**src/rtl/rca_wb_drain_if.sv**
```systemverilog
// Writeback-drain bus: RCA writeback capture side, register-file write port and retire port.
// The slave modport is the drain block; the master modport is its environment.
interface rca_wb_drain_if #(
    parameter int NUM_WRITE_PORTS = 5,
    parameter int XLEN            = 32,
    parameter int ID_W            = 3
);
    logic                         wb_done;
    logic [ID_W-1:0]              wb_id;
    logic [NUM_WRITE_PORTS*XLEN-1:0] wb_rd;
    logic [NUM_WRITE_PORTS*5-1:0] wb_dest_addrs;
    logic                         wb_accept;
    logic                         rf_we;
    logic [4:0]                   rf_waddr;
    logic [XLEN-1:0]              rf_wdata;
    logic [ID_W-1:0]              rf_wid;
    logic                         rf_ack;
    logic                         retire_valid;
    logic [ID_W-1:0]              retire_id;
    logic                         busy;
    logic                         overflow_err;

    modport slave (
        input  wb_done, wb_id, wb_rd, wb_dest_addrs, rf_ack,
        output wb_accept, rf_we, rf_waddr, rf_wdata, rf_wid,
        output retire_valid, retire_id, busy, overflow_err
    );

    modport master (
        output wb_done, wb_id, wb_rd, wb_dest_addrs, rf_ack,
        input  wb_accept, rf_we, rf_waddr, rf_wdata, rf_wid,
        input  retire_valid, retire_id, busy, overflow_err
    );
endinterface

```
**src/rtl/rca_wb_drain.sv**
```systemverilog
// Captures one multi-result RCA writeback, serialises it onto a single register-file
// write port (valid/ack), then pulses retire for the instruction id.
module rca_wb_drain #(
    parameter int NUM_WRITE_PORTS = 5,
    parameter int XLEN            = 32,
    parameter int ID_W            = 3
) (
    input logic          clk,
    input logic          rst,
    rca_wb_drain_if.slave bus
);
    localparam int N     = NUM_WRITE_PORTS;
    localparam int IDX_W = (N > 1) ? $clog2(N) : 1;

    typedef enum logic [1:0] {
        ST_IDLE   = 2'd0,
        ST_DRAIN  = 2'd1,
        ST_RETIRE = 2'd2
    } state_e;

    state_e          state_q, state_d;
    logic [N-1:0]    mask_q, mask_d;
    logic [4:0]      addr_q [N];
    logic [4:0]      addr_d [N];
    logic [XLEN-1:0] data_q [N];
    logic [XLEN-1:0] data_d [N];
    logic [ID_W-1:0] id_q, id_d;
    logic [IDX_W-1:0] cur_idx_s, nxt_idx_s;

    logic            rf_we_q, rf_we_d;
    logic [4:0]      rf_waddr_q, rf_waddr_d;
    logic [XLEN-1:0] rf_wdata_q, rf_wdata_d;
    logic [ID_W-1:0] rf_wid_q, rf_wid_d;
    logic            retire_valid_q, retire_valid_d;
    logic [ID_W-1:0] retire_id_q, retire_id_d;
    logic            overflow_q, overflow_d;

    // A slot is live when its address is non-zero and no higher slot targets the same register.
    function automatic logic [N-1:0] build_mask(input logic [N*5-1:0] addrs);
        logic [N-1:0] m;
        logic [4:0]   ai;
        m = '0;
        for (int i = 0; i < N; i++) begin
            ai   = addrs[i*5 +: 5];
            m[i] = (ai != 5'd0);
            for (int j = i + 1; j < N; j++) begin
                m[i] = m[i] & (addrs[j*5 +: 5] != ai);
            end
        end
        return m;
    endfunction

    function automatic logic [IDX_W-1:0] lowest_set(input logic [N-1:0] m);
        logic [IDX_W-1:0] idx;
        idx = '0;
        for (int i = N - 1; i >= 0; i--) begin
            idx = m[i] ? IDX_W'(i) : idx;
        end
        return idx;
    endfunction

    assign cur_idx_s = lowest_set(mask_q);

    // Next-state, capture, drain bookkeeping and next values of the registered outputs.
    always_comb begin
        state_d    = state_q;
        mask_d     = mask_q;
        addr_d     = addr_q;
        data_d     = data_q;
        id_d       = id_q;
        overflow_d = overflow_q;

        case (state_q)
            ST_IDLE: begin
                if (bus.wb_done) begin
                    id_d   = bus.wb_id;
                    for (int i = 0; i < N; i++) begin
                        addr_d[i] = bus.wb_dest_addrs[i*5 +: 5];
                        data_d[i] = bus.wb_rd[i*XLEN +: XLEN];
                    end
                    mask_d  = build_mask(bus.wb_dest_addrs);
                    state_d = (mask_d != '0) ? ST_DRAIN : ST_RETIRE;
                end else begin
                    state_d = ST_IDLE;
                end
            end
            ST_DRAIN: begin
                if (bus.rf_ack) begin
                    mask_d[cur_idx_s] = 1'b0;
                    state_d = (mask_d == '0) ? ST_RETIRE : ST_DRAIN;
                end else begin
                    state_d = ST_DRAIN;
                end
            end
            ST_RETIRE: begin
                state_d = ST_IDLE;
            end
            default: begin
                state_d = ST_IDLE;
            end
        endcase

        // A writeback offered while busy is dropped but remembered until reset.
        if (bus.wb_done && (state_q != ST_IDLE)) begin
            overflow_d = 1'b1;
        end else begin
            overflow_d = overflow_q;
        end

        nxt_idx_s = lowest_set(mask_d);
        rf_we_d   = (state_d == ST_DRAIN);
        if (rf_we_d) begin
            rf_waddr_d = addr_d[nxt_idx_s];
            rf_wdata_d = data_d[nxt_idx_s];
            rf_wid_d   = id_d;
        end else begin
            rf_waddr_d = rf_waddr_q;
            rf_wdata_d = rf_wdata_q;
            rf_wid_d   = rf_wid_q;
        end

        retire_valid_d = (state_d == ST_RETIRE);
        if (retire_valid_d) begin
            retire_id_d = id_d;
        end else begin
            retire_id_d = retire_id_q;
        end
    end

    // State, captured writeback and output registers; reset aborts any drain in progress.
    always_ff @(posedge clk) begin
        if (rst) begin
            state_q        <= ST_IDLE;
            mask_q         <= '0;
            id_q           <= '0;
            for (int i = 0; i < N; i++) begin
                addr_q[i] <= 5'd0;
                data_q[i] <= '0;
            end
            rf_we_q        <= 1'b0;
            rf_waddr_q     <= 5'd0;
            rf_wdata_q     <= '0;
            rf_wid_q       <= '0;
            retire_valid_q <= 1'b0;
            retire_id_q    <= '0;
            overflow_q     <= 1'b0;
        end else begin
            state_q        <= state_d;
            mask_q         <= mask_d;
            id_q           <= id_d;
            addr_q         <= addr_d;
            data_q         <= data_d;
            rf_we_q        <= rf_we_d;
            rf_waddr_q     <= rf_waddr_d;
            rf_wdata_q     <= rf_wdata_d;
            rf_wid_q       <= rf_wid_d;
            retire_valid_q <= retire_valid_d;
            retire_id_q    <= retire_id_d;
            overflow_q     <= overflow_d;
        end
    end

    assign bus.wb_accept    = (state_q == ST_IDLE);
    assign bus.busy         = (state_q != ST_IDLE);
    assign bus.rf_we        = rf_we_q;
    assign bus.rf_waddr     = rf_waddr_q;
    assign bus.rf_wdata     = rf_wdata_q;
    assign bus.rf_wid       = rf_wid_q;
    assign bus.retire_valid = retire_valid_q;
    assign bus.retire_id    = retire_id_q;
    assign bus.overflow_err = overflow_q;
endmodule

```
**src/flat_wrapper.sv**
```systemverilog
// flat-port wrapper written by rule: the top's interface ports become plain ports
module rca_wb_drain_flat 
#(
    parameter int NUM_WRITE_PORTS = 5,
    parameter int XLEN            = 32,
    parameter int ID_W            = 3
)
  (clk, rst, bus_wb_done, bus_wb_id, bus_wb_rd, bus_wb_dest_addrs, bus_rf_ack, bus_wb_accept, bus_rf_we, bus_rf_waddr, bus_rf_wdata, bus_rf_wid, bus_retire_valid, bus_retire_id, bus_busy, bus_overflow_err);
  rca_wb_drain_if #(.NUM_WRITE_PORTS(NUM_WRITE_PORTS), .XLEN(XLEN), .ID_W(ID_W)) bus_i ();
  input logic clk;
  input logic rst;
  input wire logic [$bits(bus_i.wb_done)-1:0] bus_wb_done;
  input wire logic [$bits(bus_i.wb_id)-1:0] bus_wb_id;
  input wire logic [$bits(bus_i.wb_rd)-1:0] bus_wb_rd;
  input wire logic [$bits(bus_i.wb_dest_addrs)-1:0] bus_wb_dest_addrs;
  input wire logic [$bits(bus_i.rf_ack)-1:0] bus_rf_ack;
  output wire logic [$bits(bus_i.wb_accept)-1:0] bus_wb_accept;
  output wire logic [$bits(bus_i.rf_we)-1:0] bus_rf_we;
  output wire logic [$bits(bus_i.rf_waddr)-1:0] bus_rf_waddr;
  output wire logic [$bits(bus_i.rf_wdata)-1:0] bus_rf_wdata;
  output wire logic [$bits(bus_i.rf_wid)-1:0] bus_rf_wid;
  output wire logic [$bits(bus_i.retire_valid)-1:0] bus_retire_valid;
  output wire logic [$bits(bus_i.retire_id)-1:0] bus_retire_id;
  output wire logic [$bits(bus_i.busy)-1:0] bus_busy;
  output wire logic [$bits(bus_i.overflow_err)-1:0] bus_overflow_err;
  assign bus_i.wb_done = bus_wb_done;
  assign bus_i.wb_id = bus_wb_id;
  assign bus_i.wb_rd = bus_wb_rd;
  assign bus_i.wb_dest_addrs = bus_wb_dest_addrs;
  assign bus_i.rf_ack = bus_rf_ack;
  assign bus_wb_accept = bus_i.wb_accept;
  assign bus_rf_we = bus_i.rf_we;
  assign bus_rf_waddr = bus_i.rf_waddr;
  assign bus_rf_wdata = bus_i.rf_wdata;
  assign bus_rf_wid = bus_i.rf_wid;
  assign bus_retire_valid = bus_i.retire_valid;
  assign bus_retire_id = bus_i.retire_id;
  assign bus_busy = bus_i.busy;
  assign bus_overflow_err = bus_i.overflow_err;
  rca_wb_drain #(.NUM_WRITE_PORTS(NUM_WRITE_PORTS), .XLEN(XLEN), .ID_W(ID_W)) u_core (.clk(clk), .rst(rst), .bus(bus_i));
endmodule
```
**config.mk**
```make
export PLATFORM = sky130hd
export DESIGN_NAME = rca_wb_drain_flat
export DESIGN_NICKNAME = d
export VERILOG_FILES = /design/src/rtl/rca_wb_drain_if.sv /design/src/rtl/rca_wb_drain.sv /design/src/flat_wrapper.sv
export SDC_FILE = /design/constraint.sdc
export NUM_CORES = 1
export LEC_CHECK = 0
export CAP_MARGIN = 0
export CORE_AREA = 3 3 134 162
export CTS_BUF_LIST = sky130_fd_sc_hd__clkbuf_4
export DETAILED_ROUTE_END_ITERATION = 12
export DIE_AREA = 0 0 137 165
export PLACE_DENSITY = 0.87
export SKIP_CTS_REPAIR_TIMING = 1
export SKIP_LAST_GASP = 1
export SYNTH_ARGS = -nofsm -noshare
export SYNTH_HDL_FRONTEND = slang
export SYNTH_SLANG_ARGS = --single-unit
```
**constraint.sdc**
```tcl
create_clock -name clk -period 9.7 [get_ports clk]
set_input_delay 2.91 -clock clk [delete_from_list [all_inputs] [get_ports clk]]
set_output_delay 2.91 -clock clk [all_outputs]
set_load 0.1 [all_outputs]
```
**Yosys cells after proc, flatten, opt, wreduce, memory -nomap -nowiden**

Cells that the tools add are included.

- Register bits after elaboration: 241
- Latch bits: 0
- RAM bits: 0
- Memory bits (read-only): 0
- Word-level logic and storage cells: 92
- Memories kept: 0

- Add/sub/neg operators: 0
- Multiply operators: 0
- Div/mod/pow operators: 0
- $lt $le $gt $ge: 3
- Equal/unequal tests: 13
- Shifts and indexed selects: 0
- Muxes and demuxes: 32
- Bitwise logic cells: 13
- Reduce and logical (&&, ||, !) cells: 11

Operators by type and width:

| kind | number |
|---|---|
| 2-to-1 mux 160 bit | 2 |
| binary-select mux 32 bit (select 3 bit) | 1 |
| 2-to-1 mux 32 bit | 2 |
| 2-to-1 mux 25 bit | 2 |
| inequality test 5 bit | 10 |
| 2-to-1 mux 3 bit | 12 |
| nonzero test 5 bit | 6 |
| 2-to-1 mux 5 bit | 4 |
| binary-select mux 5 bit (select 3 bit) | 1 |
| AND 1 bit | 10 |
| one-hot mux 5 bit (2 select lines) | 1 |
| 2-to-1 mux 2 bit | 4 |
| AND 5 bit | 1 |
| zero test 5 bit | 1 |
| NOT 5 bit | 1 |
| == test 2 x 1 -> 1 bit, second input constant | 2 |
| >= comparator 4 bit, second input constant | 1 |
| < comparator 3 x 4 -> 1 bit, second input constant | 1 |
| NOT 3 -> 4 bit | 1 |
| one-hot mux 2 bit (2 select lines) | 1 |
| demux 1 bit (select 3 bit) | 1 |
| >= comparator 3 x 1 -> 1 bit, second input constant | 1 |
| == test 2 bit, second input constant | 1 |
| logical AND 1 bit | 2 |
| 3 further kinds | 3 |

**Logic depth before layout (Yosys ltp)**

- Depth in word-level cells: 22
- Depth in mapped cells: 14
- Gate-level depth less buffers: 10

**Least setup slack after synthesis**

No wires, ideal clock.

- Path kind: input to register
- Start point: in bus_wb_dest_addrs[5]
- End point: reg u_core.rf_waddr_q[4], in the netlist u_core.bus.rf_waddr[4]
- Setup time: 0.080 ns
- Data arrival time: 5.415 ns
- Data required time: 9.620 ns
- Path slack: 4.205 ns
- Stages on the path: 11
- Buffers on the path: 3
- Path through: buf_4 xor2_1 nor4_4 a21oi_1 o211a_1 or4_4 or4b_1 buf_6 buf_8 o22a_1 o2111ai_2

- Word-level cells in the longest chain between the ends: 12

Ends and longest elaborated chain:

| item | line | source |
|---|---|---|
| start, declared | flat_wrapper.sv:15 | `input wire logic [$bits(bus_i.wb_dest_addrs)-1:0] bus_wb_dest_addrs;` |
| inequality test 5 bit / nonzero test 5 bit (equally long branches) | rca_wb_drain.sv:47, rca_wb_drain.sv:45 |  |
| AND 1 bit (3 in series) | rca_wb_drain.sv:47 | `m[i] = m[i] & (addrs[j*5 +: 5] != ai);` |
| 2-to-1 mux 5 bit / AND 1 bit (equally long branches) | rca_wb_drain.sv:75, rca_wb_drain.sv:47 |  |
| one-hot mux 5 bit (2 select lines) / 2-to-1 mux 5 bit (equally long branches) | rca_wb_drain.sv:73, rca_wb_drain.sv:75 |  |
| 2-to-1 mux 3 bit / one-hot mux 5 bit (2 select lines) (equally long branches) | rca_wb_drain.sv:57, rca_wb_drain.sv:73 |  |
| 2-to-1 mux 3 bit | rca_wb_drain.sv:57 | `idx = m[i] ? IDX_W'(i) : idx;` |
| NOT 3 -> 4 bit (implied by the code) | rca_wb_drain.sv:113 | `rf_waddr_d = addr_d[nxt_idx_s];` |
| binary-select mux 5 bit (select 3 bit) | rca_wb_drain.sv:113 |  |
| 2-to-1 mux 5 bit (implied by the code) (2 in series) | rca_wb_drain.sv:113 |  |
| end signal, assigned | rca_wb_drain.sv:154 | `rf_waddr_q <= rf_waddr_d;` |
| end, declared | rca_wb_drain.sv:31 | `logic [4:0] rf_waddr_q, rf_waddr_d;` |

Parallel ways exist; a longest one is shown, timed or not. The select of a mux whose other input is x is not followed.
A chain may end at the register's enable or synchronous reset.

**Worst setup path after layout**

- Start point: in bus_wb_dest_addrs[16]
- End point: reg u_core.rf_waddr_q[4], in the netlist u_core.bus.rf_waddr[4]

- Word-level cells in the longest chain between the ends: 12

Ends and longest elaborated chain:

| item | line |
|---|---|
| inequality test 5 bit / nonzero test 5 bit (equally long branches) | rca_wb_drain.sv:47, rca_wb_drain.sv:45 |
| AND 1 bit | rca_wb_drain.sv:47 |
| 2-to-1 mux 5 bit / AND 1 bit (equally long branches) | rca_wb_drain.sv:75, rca_wb_drain.sv:47 |
| one-hot mux 5 bit (2 select lines) / 2-to-1 mux 5 bit (equally long branches) | rca_wb_drain.sv:73, rca_wb_drain.sv:75 |
| 2-to-1 mux 3 bit / one-hot mux 5 bit (2 select lines) (equally long branches) | rca_wb_drain.sv:57, rca_wb_drain.sv:73 |
| 2-to-1 mux 3 bit (3 in series) | rca_wb_drain.sv:57 |
| NOT 3 -> 4 bit (implied by the code) | rca_wb_drain.sv:113 |
| binary-select mux 5 bit (select 3 bit) | rca_wb_drain.sv:113 |
| 2-to-1 mux 5 bit (implied by the code) (2 in series) | rca_wb_drain.sv:113 |

Parallel ways exist; a longest one is shown, timed or not. The select of a mux whose other input is x is not followed.

==> flow_summary.json <==
{
  "setup_viol": 0,
  "drc": 0,
  "max_stage_delay_ns": 0.83,
  "via_count": 10968,
  "overflow": 0,
  "synthAdderAreaFrac": 0.000869,
  "antenna_found_initial": 1,
  "synthMuxAreaShare": 0.135,
  "tritoncts": "built",
  "post-place-cells": 1787,
  "cap_violations": 0,
  "synth_area_mm2": 0.0115,
  "ff_latch_area_mm2": 0.00482,
  "worst_pin_slew_ns": 1.09,
  "yosysMostFrequentCell": "nand2_1",
  "dp_hpwl_mm": 21.0,
  "fin_ws_ns": 3.71,
  "numCtsBuffers": 59,
  "design.core.area_mm2": 0.0203,
  "cp.arrival_ns": 6.56,
  "finClkSkew_ns": 0.0336,
  "n_fill_cell": 1574,
  "nets": 1775,
  "p_leak_nw": 5.41,
  "worstHoldPathType": "reg2reg",
  "drtIter0Drc": 841,
  "clk_pin_slew_ns": 0.07,
  "clk_latency_ns": 0.65,
  "min_period_over_period": 0.617,
  "crit_path_cell_trace": "clkdlybuf4s50_1, or4_1, o22ai_1, o211ai_1, a2111oi_0, nor3_1, buf_4, nor2_4, a22oi_1, o2111ai_2",
  "worstSetupEndpointType": "flop",
  "synthesis.nets": 1592,
  "yosys-top-cells-area": "dfxtp_1 (42%), nand2_1 (14%), mux2i_1 (10%)",
  "r2r-start": "u_core.state_q[1]",
  "die_area_mm2": 0.0226,
  "min_from": "u_core.data_q[139]",
  "design_area_mm2": 0.0145,
  "place_ws_ns": 3.09,
  "final-max-slew-violation-count": 0,
  "finalHoldViolations": 0,
  "dpl_cell_area_mm2": 0.0138,
  "synth_top_area_share": 0.419,
  "yosysWarnings": 0,
  "ios": 240,
  "grtUsageTotal": 0.278,
  "hold_ws_ns": 0.453,
  "wl_mm": 32.7,
  "crit_slowest_cell": "nor2_4",
  "ys_async_sr_fraction": 0,
  "synthSimpleGateAreaFrac": 0.174,
  "htreeDepth": 2,
  "worst_ep_required_time_ns": 10.27,
  "status": "finished, final reports clean",
  "gp_congestion": 0.943,
  "post_synth.cell_area_avg_um2": 8.22,
  "cts.sinks": 241,
  "synth_xor_area_frac": 0.0379,
  "synth_top_family_by_area": "compound AO/OA/AOI/OAI gates",
  "power.density_mw_per_mm2": 184,
  "synth_compound_area_frac": 0.181,
  "yosys.area.top_type": "dfxtp_1",
  "detail-route-antenna-nets": 0,
  "io_buffers": 239,
  "syn_inst": 1400,
  "area_delta_synth_final_pct": 26.0,
  "clock.fmax_mhz": 167,
  "crit_fanout": 36,
  "synth_edf_count": 0,
  "cp-startpoint": "bus_wb_dest_addrs[16]",
  "first_global_vias": 10601,
  "fin_crit_ns": 5.99,
  "yosysSeqAreaShare": 0.419,
  "multi_input_area_mm2": 0.00613,
  "die_h_um": 165,
  "clockRootBuffer": "clkbuf_4",
  "routedWlPerCell_um": 17.3,
  "critPathKind": "in2reg",
  "drive_gt1_frac": 0.0962,
  "clockBufferDepth": 3,
  "fin_cells": 1889,
  "ir_drop_mv": 0.109,
  "finalSetupTns_ns": 0,
  "fp.dieW_um": 137,
  "startpoint_type": "input port",
  "grt_pass1_wl_mm": 50.9,
  "synth-main-ff-cell": "dfxtp_1",
  "ys_ff_latch": 241,
  "grt_setup_unrepaired": "no",
  "ys_types": 51,
  "first_pass_iters": 5,
  "slew_headroom": 0.272,
  "grt_max_degree": 118,
  "viasPerCell": 5.81,
  "start_util": 0.568,
  "synth.cells.most_frequent": "nand2_1 (426), dfxtp_1 (241), a21oi_1 (195)",
  "num_rows": 57
}
==> worst max-delay path, delay by kind of cell <==
kind	cells	cell delay (ns)
buffers and inverters	2	0.82
AO/OA/AOI/OAI	5	1.30
AND/OR/NAND/NOR	3	1.52
==> cell families (layout without fill, tap and decap cells) <==
family / after synthesis / in the layout
simple gates: 496 / 496
compound gates: 329 / 329
flops: 241 / 241
mux: 151 / 151
buf+inv: 133 / 355
xor+xnor: 49 / 49
fa+ha+maj: 1 / 1
other cells: 0 / 2
==> cell type report <==
class / instances / share of cell area
multi-input combinational: 1026 / 0.423
inverter: 4 / 0.00104
clock inverter: 15 / 0.00414
tap: 265 / 0.0229
timing repair buffer: 251 / 0.172
clock buffer: 85 / 0.0440
antenna: 2 / 0.000345
sequential: 241 / 0.333
==> stage by stage <==
stage          utilization  power, W
5_1_grt              0.716   0.00278
4_1_cts              0.716   0.00268
6_report             0.716   0.00266
2_1_floorplan            -   0.00167
3_3_place_gp         0.681   0.00188
3_5_place_dp         0.681   0.00189
==> power breakdown <==
| group | internal [W] | switching [W] | leakage (nW) |
|---|---|---|---|
| Combinational | 0.000285 | 0.000481 | 3.01 |
| Sequential | 0.00107 | 0.0000428 | 1.98 |
| Clock | 0.000399 | 0.000387 | 0.424 |
==> cells in the final DEF (no fill, tap or decap), drive strengths merged, types with 4 or more instances in the layout <==
cell | netlist | routed
mux2 | 36 | 36
a22oi | 37 | 37
nor4 | 4 | 4
and2 | 9 | 9
nor2 | 24 | 24
xor2 | 20 | 20
buf | 44 | 13
nand2 | 426 | 426
o22a | 37 | 37
a21oi | 195 | 195
clkdlybuf4s50 | 0 | 238
xnor2 | 29 | 29
o21ai | 4 | 4
mux2i | 115 | 115
nand3 | 7 | 7
clkbuf | 85 | 85
clkinv | 0 | 14
o2111ai | 36 | 36
inv | 4 | 5
dfxtp | 241 | 241
nor3 | 11 | 11
==> per-layer routing <==
layer  wire [um]  vias to the layer above  part of all wire  track usage
li1            -                     5210                 -            -
met1       12700                     5137              0.39        0.338
met2       15900                      517              0.49        0.461
met3        2680                      104             0.082       0.0570
met4        1440                        0             0.044        0.150
met5           0                        -                 0            0
==> final timing paths <==
check	to	slack, ns	cells past startpoint
setup / recovery	u_core.bus.rf_waddr[4]	3.71	10
hold / removal	u_core.data_q[139]	0.45	2
setup reg to reg	u_core.bus.rf_waddr[2]	6.04	8
hold reg to reg	u_core.data_q[139]	0.45	2
==> sequential cells by signal (all words and copies together), names as in the netlist <==
signal	cells
u_core.state_q	2
u_core.bus.retire_id	3
u_core.data_q	160
u_core.bus.rf_wid	3
u_core.bus.overflow_err	1
u_core.mask_q	5
u_core.bus.rf_we	1
u_core.addr_q	25
u_core.bus.rf_waddr	5
u_core.bus.retire_valid	1
u_core.id_q	3
u_core.bus.rf_wdata	32
No activity file was read; power rests on OpenSTA's default activity.
